<file path="config.mk">
export PLATFORM = sky130hd
export DESIGN_NAME = div_int_restoring
export DESIGN_NICKNAME = d
export VERILOG_FILES = /design/src/rtl/div_pkg.sv /design/src/rtl/div_int_restoring_cla_sub.sv /design/src/rtl/div_int_restoring.sv
export SDC_FILE = /design/constraint.sdc
export NUM_CORES = 1
export LEC_CHECK = 0
export BUFFER_PORTS_ARGS = -buffer_cell sky130_fd_sc_hd__buf_2
export CORE_MARGIN = 3
export CORE_UTILIZATION = 38
export CTS_BUF_LIST = sky130_fd_sc_hd__clkbuf_8 sky130_fd_sc_hd__clkbuf_16
export DETAILED_ROUTE_END_ITERATION = 10
export MAX_ROUTING_LAYER = met4
export SKIP_CTS_REPAIR_TIMING = 1
export SKIP_LAST_GASP = 1
export SLEW_MARGIN = 20
export SYNTH_ARGS = -nofsm -noshare
export SYNTH_HDL_FRONTEND = slang
export SYNTH_SLANG_ARGS = --single-unit
</file>
<file path="constraint.sdc">
create_clock -name clk -period 4.2 [get_ports clk]
set_clock_uncertainty 0.2 [all_clocks]
set_input_delay 0.84 -clock clk [delete_from_list [all_inputs] [get_ports clk]]
set_output_delay 0.84 -clock clk [all_outputs]
set_load 0.02 [all_outputs]
</file>
<file path="src/rtl/div_pkg.sv">
// Shared definitions for the restoring integer divider.
// Holds the FSM state encoding, the default operand width and the
// helper that sizes the iteration counter.
package div_pkg;

    localparam int DIV_WIDTH_DEF = 8;

    typedef enum logic [1:0] {
        ST_IDLE = 2'd0,
        ST_CALC = 2'd1,
        ST_DONE = 2'd2
    } div_state_e;

    // Counter must hold WIDTH-1 down to 0.
    function automatic int cnt_width(input int w);
        return (w < 2) ? 1 : $clog2(w);
    endfunction

endpackage

</file>
<file path="src/rtl/div_int_restoring_cla_sub.sv">
// cla_sub: N-bit subtractor a - b computed as a + ~b + 1 with carry lookahead.
// Ports: i_a, i_b (minuend, subtrahend), o_diff (a - b mod 2^N),
//        o_borrow (high when b > a, i.e. inverted carry out).
module cla_sub #(
    parameter int N = 9
) (
    input  logic [N-1:0] i_a,
    input  logic [N-1:0] i_b,
    output logic [N-1:0] o_diff,
    output logic         o_borrow
);

    logic [N-1:0] w_p;
    logic [N-1:0] w_g;
    logic [N:0]   w_c;
    logic         w_prod;

    // Propagate/generate against the inverted subtrahend.
    assign w_p = i_a ^ ~i_b;
    assign w_g = i_a & ~i_b;

    // Each carry is the flat lookahead sum of products:
    // c[i+1] = g[i] | p[i]g[i-1] | ... | p[i..0]cin, with cin = 1.
    always_comb begin
        w_c    = '0;
        w_c[0] = 1'b1;
        w_prod = 1'b1;
        for (int i = 0; i < N; i++) begin
            w_prod     = 1'b1;
            w_c[i + 1] = 1'b0;
            for (int j = i; j >= 0; j--) begin
                w_c[i + 1] = w_c[i + 1] | (w_g[j] & w_prod);
                w_prod     = w_prod & w_p[j];
            end
            w_c[i + 1] = w_c[i + 1] | w_prod;
        end
    end

    assign o_diff   = w_p ^ w_c[N-1:0];
    assign o_borrow = ~w_c[N];

endmodule

</file>
<file path="src/rtl/div_int_restoring.sv">
// div_int_restoring: iterative unsigned divider, one quotient bit per clock.
// Ports: clk/rst (sync active-high), in_valid/in_ready + dividend/divisor in,
//        out_valid/out_ready + quotient/remainder/div_by_zero out.
module div_int_restoring
    import div_pkg::*;
#(
    parameter int WIDTH = DIV_WIDTH_DEF
) (
    input  logic             clk,
    input  logic             rst,
    input  logic             in_valid,
    output logic             in_ready,
    input  logic [WIDTH-1:0] dividend,
    input  logic [WIDTH-1:0] divisor,
    output logic             out_valid,
    input  logic             out_ready,
    output logic [WIDTH-1:0] quotient,
    output logic [WIDTH-1:0] remainder,
    output logic             div_by_zero
);

    localparam int CW = cnt_width(WIDTH);

    div_state_e       r_state;
    div_state_e       w_state_nxt;
    logic [CW-1:0]    r_cnt;
    logic [WIDTH:0]   r_rem;
    logic [WIDTH-1:0] r_quo;
    logic [WIDTH-1:0] r_dsr;
    logic             r_dbz;

    logic             w_accept;
    logic [WIDTH:0]   w_rem_sh;
    logic [WIDTH:0]   w_diff;
    logic             w_borrow;
    logic             w_take;
    logic [WIDTH-1:0] w_quo_sh;

    // Shift {R,Q} left by one: Q's msb enters R's lsb.
    assign w_rem_sh = {r_rem[WIDTH-1:0], r_quo[WIDTH-1]};

    cla_sub #(
        .N (WIDTH + 1)
    ) u_sub (
        .i_a      (w_rem_sh),
        .i_b      ({1'b0, r_dsr}),
        .o_diff   (w_diff),
        .o_borrow (w_borrow)
    );

    // R stays below D, so the bit shifted out of R is always zero; folding it
    // in keeps the step correct as a general restoring step regardless.
    assign w_take   = ~w_borrow | r_rem[WIDTH];
    assign w_quo_sh = {r_quo[WIDTH-2:0], w_take};

    assign w_accept = (r_state == ST_IDLE) && in_valid;

    always_comb begin
        w_state_nxt = r_state;
        in_ready    = 1'b0;
        out_valid   = 1'b0;
        case (r_state)
            ST_IDLE: begin
                in_ready = 1'b1;
                if (in_valid) begin
                    w_state_nxt = (divisor == '0) ? ST_DONE : ST_CALC;
                end
            end
            ST_CALC: begin
                if (r_cnt == '0) begin
                    w_state_nxt = ST_DONE;
                end
            end
            ST_DONE: begin
                out_valid = 1'b1;
                if (out_ready) begin
                    w_state_nxt = ST_IDLE;
                end
            end
            default: w_state_nxt = ST_IDLE;
        endcase
    end

    always_ff @(posedge clk) begin
        if (rst) begin
            r_state <= ST_IDLE;
            r_cnt   <= '0;
            r_rem   <= '0;
            r_quo   <= '0;
            r_dsr   <= '0;
            r_dbz   <= 1'b0;
        end else begin
            r_state <= w_state_nxt;
            if (w_accept) begin
                r_dsr <= divisor;
                r_cnt <= CW'(WIDTH - 1);
                if (divisor == '0) begin
                    // No iteration: result is formed directly on accept.
                    r_quo <= '1;
                    r_rem <= {1'b0, dividend};
                    r_dbz <= 1'b1;
                end else begin
                    r_quo <= dividend;
                    r_rem <= '0;
                    r_dbz <= 1'b0;
                end
            end else if (r_state == ST_CALC) begin
                r_rem <= w_take ? w_diff : w_rem_sh;
                r_quo <= w_quo_sh;
                r_cnt <= r_cnt - CW'(1);
            end
        end
    end

    assign quotient    = r_quo;
    assign remainder   = r_rem[WIDTH-1:0];
    assign div_by_zero = r_dbz;

endmodule

</file>
==> summary.md <==
| Metric | Value |
|---|---|
| Run status | `completed` |
| Slew margin rel. | `0.339` |
| FF-to-FF path depth | `7` |
| Capturing element type of the critical path | `register` |
| DR WL/cell | `14.6 µm` |
| Cell Int Power | `roughly 760 µW` |
| Die height | `between 70 and 80 µm` |
| CTS buffer count | `5` |
| CTS max path bufs | `2` |
| Syn avg cell area | `~8.0 µm²` |
| FMAX | `between 0.4 and 0.5 GHz` |
| CP max FO | `8` |
| Fill cells | `531` |
| Mapped Nets | `274` |
| DRC | `0` |
| Hold Path Class | `register to register` |
| Commonest non-fill, non-tap cell in the layout | `buf_2` |
| Power per cell area | `603 nW/µm²` |
| Die X | `~77 µm` |
| Vias/cell | `around 5.5` |
| Reg-to-reg slack, setup | `around 1.9 ns` |
| Worst Path Required | `~4.2 ns` |
| Async SR Flop Fraction | `0` |
| CP startpoint kind | `register` |
| Setup crit end | `r_rem[4]` |
| Slew @ Worst Pin | `just under 1 ns` |
| H-tree levels | `2` |
| CP Data Arrival Time | `2.30 ns` |
| Detailed Place HPWL | `roughly 3.5 mm` |
| Power, Total | `between 1000 and 1500 µW` |
| Final setup viols | `0` |
| Reg2reg start | `quotient[7]` |
| Synthesized area | `1940 µm²` |
| Worst VDD drop | `around 0.25 mV` |
| P_leak | `0.000909 µW` |
| Layout cell share with drive strength beyond 1 | `0.216` |
| Commonest cells after routing, fill and taps aside | `38 x buf_2, 31 x dfxtp_1, 30 x nand2_1` |
| Post-synthesis register bit count | `31` |
| Synth warn | `0` |
| Initial antenna violation count | `0` |
| Setup_tns | `0 ns` |
| CTS tree | `done` |
| RSZ-0062 raised after global routing | `no` |
| Switching power | `about 570 µW` |
| EDFF count, synth | `0` |
| Top FF cell, synth | `dfxtp_1` |
| Routed wire length | `4.89 mm` |
| Via Count | `between 1500 and 2000` |
| Clock latency on the worst-skew pair | `roughly 0.28 ns` |
| Cells after Synth | `243` |
| Sequential share of power | `0.296` |
| Gpl congestion | `0.834` |
| # Max-Cap Violations | `0` |
| Synth cell types | `50` |
| # rows | `25` |
| Core Area | `a little under 5000 µm²` |
| Pre-Repair DR Iteration Count | `4` |
| I/O pins | `39` |
| Clock transition at path regs | `approximately 0.070 ns` |
| CP Class | `register to register` |
| First-pass GRT wire length | `around 8.0 mm` |
| Largest net degree at the start of global routing | `35` |
| Diodes inserted | `0` |
| Port bufs | `38` |
| Initial core utilization | `0.402` |
| Final Cycle Share | `0.551` |
| Number of global-route vias before repair | `1613` |
| Sw Ratio | `0.427` |
| Die footprint | `approximately 6000 µm²` |
| Clock power share | `0.214` |
| Crit Reg-Reg Endpoint | `r_rem[4]` |
| Root buffer cell | `clkbuf_8` |
| Final net count | `~300` |
| Post-DRT Antenna Nets | `0` |
| Hold Vio Cnt, Final | `0` |
| Synth-to-layout area growth | `13.7%` |
| Iteration-0 DRC Markers | `98` |
| Crit. Startpoint | `quotient[7]` |
| Seq/Total Area, Yosys | `0.321` |
| Slew Limit Fails | `0` |
| Comb pwr share | `0.490` |
| CTS sink cnt | `31` |
| GRT Util Overall | `0.170` |
| Period minus WS final | `roughly 2.3 ns` |
| GR Overflow Total | `0` |
area by class of cell:
class,count,area [µm²],area share
clock buffers,5,68.8,0.0313
inverters,16,60.1,0.0273
repair buffers,39,198,0.0898
well taps,67,83.8,0.0381
flip-flops and latches,31,621,0.282
multi-input cells,175,1140,0.516
clock inverters,2,33.8,0.0153
per-stage QoR:
stage	hold WS (ns)	std cells	util	setup slack (ns)	area (µm²)
global placement	0.246	328	0.436	1.64	2100
CTS	0.256	335	0.457	1.87	2200
floorplan	0.236	243	-	1.94	1940
finish	0.255	335	0.457	1.89	2200
global route	0.278	335	0.457	1.69	2200
detailed placement	0.247	328	0.436	1.62	2100
power by group through the flow:
| stage | clock [µW] | sequential (µW) | combinational (µW) |
|---|---|---|---|
| after floorplan | 0 | 395 | 524 |
| after global placement | 0 | 398 | 645 |
| after detailed placement | 0 | 400 | 645 |
| after CTS | 292 | 393 | 649 |
| after global routing | 304 | 400 | 718 |
| final | 284 | 392 | 650 |
synthesized netlist by cell type (all sizes together), types with 4 or more instances:
| cell | instances | area share |
|---|---|---|
| xor2 | 5 | 0.023 |
| inv | 16 | 0.031 |
| dfxtp | 31 | 0.32 |
| a21oi | 20 | 0.056 |
| a221oi | 4 | 0.018 |
| o21ai | 8 | 0.021 |
| buf | 16 | 0.052 |
| nor3 | 5 | 0.013 |
| ha | 11 | 0.071 |
| a211o | 5 | 0.023 |
| nor2 | 26 | 0.052 |
| a211oi | 9 | 0.035 |
| clkbuf | 5 | 0.0097 |
| nand2 | 30 | 0.058 |
| o22ai | 9 | 0.029 |
kinds of logic after synthesis:
kind of cell	synth area share
AO/OA/AOI/OAI	0.299
AND/OR/NAND/NOR	0.185
buffers and inverters	0.0924
flip-flops	0.321
adder cells (fa/ha/maj)	0.0711
XOR/XNOR	0.0317
sequential cells by signal, indices dropped and copies added, names as in the netlist:
signal / cells
div_by_zero: 1
r_state: 2
r_dsr: 8
quotient: 8
r_rem: 9
r_cnt: 3
worst min path at each step:
stage	slack [ns]	startpoint	endpoint	cells after the start
2_1_floorplan	0.24	r_dsr[1]	r_dsr[1]	2
3_3_place_gp	0.25	r_dsr[2]	r_dsr[2]	2
3_5_place_dp	0.25	r_dsr[6]	r_dsr[6]	2
4_1_cts	0.26	r_dsr[6]	r_dsr[6]	2
5_1_grt	0.28	r_dsr[7]	r_dsr[7]	2
6_report	0.25	r_dsr[6]	r_dsr[6]	2
worst max-delay path, stage by stage (launching register included):
cell and delay (ns):
dfxtp_1 0.38, inv_1 0.08, ha_1 0.35, o211ai_2 0.19
a21oi_2 0.11, o2111a_2 0.32, or4_1 0.49, o311ai_1 0.09
per-layer routing:
layer	track usage	routed length (µm)
met1	0.235	2330
met2	0.247	2260
met3	0.0360	234
met4	0.0552	62
met5	-	0
No activity file was read; power rests on OpenSTA's default activity.
